File: src/rtl/adder_pkg.sv
// ---------------------------------------------------------------------------
// adder_pkg
// Shared constants for the pipelined adder slice of the codebase.
//   DEFAULT_WIDTH  : default operand / sum width in bits
//   DEFAULT_STAGES : default pipeline depth
//   chunk_bits()   : width of the operand slice each stage resolves
// The per-stage record type depends on WIDTH, so adder_pipe declares it
// from its own localparams instead of fixing one width here.
// ---------------------------------------------------------------------------
package adder_pkg;

   localparam int DEFAULT_WIDTH  = 32;
   localparam int DEFAULT_STAGES = 4;

   // Number of operand bits resolved by each stage of the pipeline.
   function automatic int chunk_bits(input int width, input int stages);
      return width / stages;
   endfunction

endpackage

File: src/rtl/adder_slice.sv
// ---------------------------------------------------------------------------
// adder_slice
// Purely combinational CHUNK-bit adder used by one pipeline stage.
// Ports:
//   a, b  (in,  CHUNK) operand slices
//   cin   (in,  1)     carry into the slice
//   s     (out, CHUNK) sum slice
//   cout  (out, 1)     carry out of the slice's top bit
// ---------------------------------------------------------------------------
module adder_slice #(
   parameter int CHUNK = 8
) (
   input  logic [CHUNK-1:0] a,
   input  logic [CHUNK-1:0] b,
   input  logic             cin,
   output logic [CHUNK-1:0] s,
   output logic             cout
);

   // One extra bit of headroom catches the carry out of the slice.
   assign {cout, s} = {1'b0, a} + {1'b0, b} + {{CHUNK{1'b0}}, cin};

endmodule

File: src/rtl/adder_pipe.sv
// ---------------------------------------------------------------------------
// adder_pipe
// Pipelined valid/ready adder computing {cout, s} = a + b + cin. Each of the
// STAGES register stages resolves one CHUNK-bit slice and hands its carry to
// the next stage, so a result appears STAGES edges after acceptance.
// Ports:
//   clk, rst            clock and synchronous active-high reset
//   in_valid / in_ready operand handshake (a, b, cin)
//   out_valid/out_ready result handshake (s, cout)
//   a, b   (in,  WIDTH) operands
//   cin    (in,  1)     carry-in
//   s      (out, WIDTH) sum mod 2^WIDTH, straight from the last stage
//   cout   (out, 1)     carry out of bit WIDTH-1
// ---------------------------------------------------------------------------
module adder_pipe
   import adder_pkg::*;
#(
   parameter int WIDTH  = DEFAULT_WIDTH,
   parameter int STAGES = DEFAULT_STAGES
) (
   input  logic             clk,
   input  logic             rst,
   input  logic             in_valid,
   output logic             in_ready,
   input  logic [WIDTH-1:0] a,
   input  logic [WIDTH-1:0] b,
   input  logic             cin,
   output logic             out_valid,
   input  logic             out_ready,
   output logic [WIDTH-1:0] s,
   output logic             cout
);

   localparam int CHUNK = chunk_bits(WIDTH, STAGES);

   // A stage record: the sum bits resolved so far plus the operand bits that
   // later stages still have to add. Remaining operands are shifted down as
   // they are consumed, so every stage adds the low CHUNK bits.
   typedef struct packed {
      logic             valid;
      logic             carry;
      logic [WIDTH-1:0] sum;
      logic [WIDTH-1:0] rem_a;
      logic [WIDTH-1:0] rem_b;
   } stage_t;

   if (WIDTH % STAGES != 0) begin : g_bad_split
      $error("adder_pipe: STAGES must divide WIDTH evenly");
   end

   logic advance;

   // The whole pipe moves in lock-step: it only stops when the consumer
   // refuses a valid result, and then nothing inside moves either.
   assign in_ready = !out_valid || out_ready;
   assign advance  = in_ready;

   for (genvar k = 0; k < STAGES; k++) begin : g_stage
      stage_t           src;
      stage_t           q;
      logic [CHUNK-1:0] slice_s;
      logic             slice_cout;
      logic [WIDTH-1:0] sum_next;

      if (k == 0) begin : g_head
         assign src = '{valid: in_valid && in_ready, carry: cin, sum: '0,
                        rem_a: a, rem_b: b};
      end else begin : g_tail
         assign src = g_stage[k-1].q;
      end

      adder_slice #(
         .CHUNK(CHUNK)
      ) u_slice (
         .a   (src.rem_a[CHUNK-1:0]),
         .b   (src.rem_b[CHUNK-1:0]),
         .cin (src.carry),
         .s   (slice_s),
         .cout(slice_cout)
      );

      // Drop this stage's freshly resolved slice into its place in the sum,
      // keeping the lower slices produced by earlier stages.
      always_comb begin
         sum_next = src.sum;
         sum_next[k*CHUNK +: CHUNK] = slice_s;
      end

      // Stage register: cleared by reset, frozen during a stall, otherwise
      // takes the upstream record with this slice's result folded in.
      always_ff @(posedge clk) begin
         if (rst) begin
            q <= '0;
         end else if (advance) begin
            q.valid <= src.valid;
            q.carry <= slice_cout;
            q.sum   <= sum_next;
            q.rem_a <= src.rem_a >> CHUNK;
            q.rem_b <= src.rem_b >> CHUNK;
         end
      end
   end

   assign out_valid = g_stage[STAGES-1].q.valid;
   assign s         = g_stage[STAGES-1].q.sum;
   assign cout      = g_stage[STAGES-1].q.carry;

endmodule

File: config.mk
export PLATFORM = sky130hd
export DESIGN_NAME = adder_pipe
export DESIGN_NICKNAME = d
export VERILOG_FILES = /design/src/rtl/adder_pkg.sv /design/src/rtl/adder_slice.sv /design/src/rtl/adder_pipe.sv
export SDC_FILE = /design/constraint.sdc
export NUM_CORES = 1
export LEC_CHECK = 0
export CORE_MARGIN = 2
export CORE_UTILIZATION = 50
export DETAILED_ROUTE_END_ITERATION = 10
export PLACE_DENSITY = 0.8
export SLEW_MARGIN = 20
export SYNTH_ARGS = -nofsm -noshare
export SYNTH_HDL_FRONTEND = slang
export SYNTH_HIERARCHICAL = 1
export SYNTH_SLANG_ARGS = --single-unit
File: constraint.sdc
create_clock -name clk -period 3 [get_ports clk]
set_clock_uncertainty 0.2 [all_clocks]
set_input_delay 0.6 -clock clk [delete_from_list [all_inputs] [get_ports clk]]
set_output_delay 0.6 -clock clk [all_outputs]
set_load 0.01 [all_outputs]
==> run summary <==
Status: completed
Final setup vio count: 0
Largest net degree at the start of global routing: 158
Period minus WS final: 2.449 ns
CP Class: input port to flip-flop
R2R Setup Slk: 0.67 ns
Synth async-reset ratio: 0%
CP Launch Type: input port
Share of layout cells above drive strength 1: 6.125%
Drt first-iter violations: 334
Final hold violations: 0
Max-Cap Viols: 0
Post-Syn Area per Cell: 10.23 um^2
Most frequent cells in the layout: 186 x nand2b_1, 183 x dfxtp_1, 101 x clkdlybuf4s50_1
R2R depth: 8
Post-CTS Setup Bufs: 0
Synthesized area: 8880 um^2
Hold EP: out_valid
GPL Wtd Cong: 0.7449
RR Endpoint: g_stage[2].q[86]
CTS tree: yes
H-tree depth: 4
Dominant synthesized flop cell: dfxtp_1
Largest stage delay, worst path: 0.47 ns
FF+latch count, synth: 184
Part of the cycle the worst path needs: 81.65%
Synthesis warning total: 6
Tot GR Track Use: 18.90%
Mapped Cells: 868
Max-Slew Margin vs Limit: 46.78%
Synth unique cells: 38
Setup TNS: 0 ns
Hold Path Origin: g_stage[2].q[97]
Critical path buffer and inverter count: 1
Initial antenna violation count: 0
DPL Wire Length: 11.07 mm
Number of port buffers: 103
Crit path max-delay cell type: fa_1
Register area: 3685 um^2
Max Freq: 408.3 MHz
P&R area growth vs syn: 19.05%
Resized Gates After CTS: 0
Avg WL per Cell: 14.53 um
Nets: 1039
GR Overflow Total: 0
DRC: 0
Initial Util: 51.16%
Post-synth EDFFs: 0
Multi-input logic area: 4808 um^2
Die span in x: 137.3 um
TritonCTS buffer count: 17
Chip Height: 137.3 um
Ports: 104
Commonest non-fill, non-tap cell in the layout: nand2b_1
Number of fill cells: 1476
Power Density: 518.3 nW/um^2
Clk sinks: 184
Top delay family on crit path: adder cells
P_leak: 3.956 nW
Final core utilization: 60.91%
Worst IR drop on VDD: 0.4034 mV
Worst EP arrival: 2.53 ns
Via density: 5.268
Worst-skew pair later-pin latency: 0.43 ns
CP Cell Sequence: clkdlybuf4s50_1 -> fa_1 -> fa_1 -> a21oi_1 -> o21a_1 -> o21ai_0 -> nand2b_1 -> o21ai_0
Antenna cells: 0
Least-Margin Pin Slew: 0.7984 ns
Detailed-route via count: 6174
Hold depth: 2
Final wirelength: 17.03 mm
Rows: 48
Reg clk slew, reported paths: 0.07 ns
Max Root-Sink Buffers: 2
Die footprint: 18840 um^2
Crit path capture type: flip-flop
Hold-fix buffers at CTS: 0
Slew Viols, Final: 0
First-pass GRT wire length: 28.57 mm
Data required time of the worst path: 3.08 ns
Number of global-route vias before repair: 5822
Min-Delay Path Class: flip-flop to flip-flop
Post-synthesis sequential area ratio: 41.48%
Unrepaired setup endpoints after global routing: no
CTS root buffer: clkbuf_16
Post-route ant nets: 0
DR pass1 iterations: 5
Crit path max fanout: 2
Worst r2r src: g_stage[1].q[32]
Syn Nets: 973
Core area: 17360 um^2
[power breakdown]
part / switching, W / internal, W
sequential: 0.0000540 / 0.00258
combinational: 0.000290 / 0.000340
clock: 0.00109 / 0.00113
[per-stage QoR]
stage / hold slack [ns] / instance area [um^2] / worst slack, ns / total power, W / cells
2_1_floorplan: 0.2255 / 8880 / 0.6902 / 0.003096 / 868
3_3_place_gp: 0.2343 / 9973 / 0.1300 / 0.003304 / 1140
3_5_place_dp: 0.2364 / 9973 / 0.09198 / 0.003324 / 1140
4_1_cts: 0.2488 / 10570 / 0.5463 / 0.005528 / 1172
5_1_grt: 0.2638 / 10570 / 0.4101 / 0.005722 / 1172
6_report: 0.2523 / 10570 / 0.5505 / 0.005480 / 1172
[cell usage after synthesis, types with 5 or more instances]
| cell type | number | area (um^2) |
|---|---|---|
| nand3_1 | 8 | 40.04 |
| xor2_1 | 8 | 70.07 |
| dfxtp_1 | 184 | 3684 |
| inv_1 | 9 | 33.78 |
| buf_6 | 7 | 78.83 |
| a21oi_1 | 18 | 90.09 |
| nor3_1 | 5 | 25.02 |
| nor2b_1 | 5 | 31.28 |
| nand2b_1 | 186 | 1164 |
| a21o_1 | 8 | 60.06 |
| or4bb_1 | 35 | 394.1 |
| fa_1 | 8 | 160.2 |
| o21ai_0 | 81 | 405.4 |
| buf_4 | 6 | 45.04 |
| a311o_1 | 8 | 80.08 |
| o21ai_1 | 8 | 40.04 |
| clkbuf_1 | 47 | 176.4 |
| nand4bb_1 | 50 | 563.0 |
| nand2_1 | 9 | 33.78 |
| mux2i_1 | 99 | 991.0 |
| xnor2_1 | 8 | 70.07 |
| buf_2 | 5 | 25.02 |
| ha_1 | 28 | 350.3 |
[worst max path at each step]
stage,start,to,slack (ns),depth (start not counted)
after global routing,a[0],g_stage[0].q[70],0.41,8
after CTS,a[0],g_stage[0].q[96],0.55,8
after floorplan,a[0],g_stage[0].q[70],0.69,7
final,a[0],g_stage[0].q[96],0.55,8
after global placement,a[0],g_stage[0].q[96],0.13,8
after detailed placement,a[0],g_stage[0].q[96],0.09,8
[final cells by class]
cell class                 instances  area share (%)
inverter                          14          0.5208
multi-input combinational        603           45.48
sequential                       184           34.86
clock inverter                    15           1.633
tap                              225           2.663
timing repair buffer             114           10.82
clock buffer                      17           4.024
[state kept, by name, indices dropped and copies added (netlist names)]
register   count
out_valid      1
g_stage.q    150
cout           1
s             32
[worst reg2reg max path, cell delays in order (launching register included)]
cell,delay [ns]
dfxtp_1,0.33
fa_1,0.47
fa_1,0.42
a21oi_1,0.22
nor2_1,0.07
nor2_1,0.16
xnor2_1,0.19
nand2b_1,0.09
mux2i_1,0.12
[per-layer routing]
layer / vias to the layer above / routed length (um) / track usage (%)
li1: 3217 / - / -
met1: 2848 / 8802 / 27.46
met2: 97 / 7432 / 27.97
met3: 12 / 652 / 4.636
met4: 0 / 139 / 4.926
met5: - / 0 / 0
[cells by family (layout without fill, tap and decap cells)]
logic type / after synthesis / in the layout / synth area share, %
and+or+nand+nor: 311 / 311 / 26.34
buffers and inverters: 81 / 160 / 4.368
DFF: 184 / 184 / 41.48
AOI/OAI and AO/OA: 141 / 141 / 9.328
xor gates and xnor gates: 16 / 16 / 1.578
adders and majority gates: 36 / 36 / 5.749
muxes: 99 / 99 / 11.16
(Power assumes the default switching activity.)
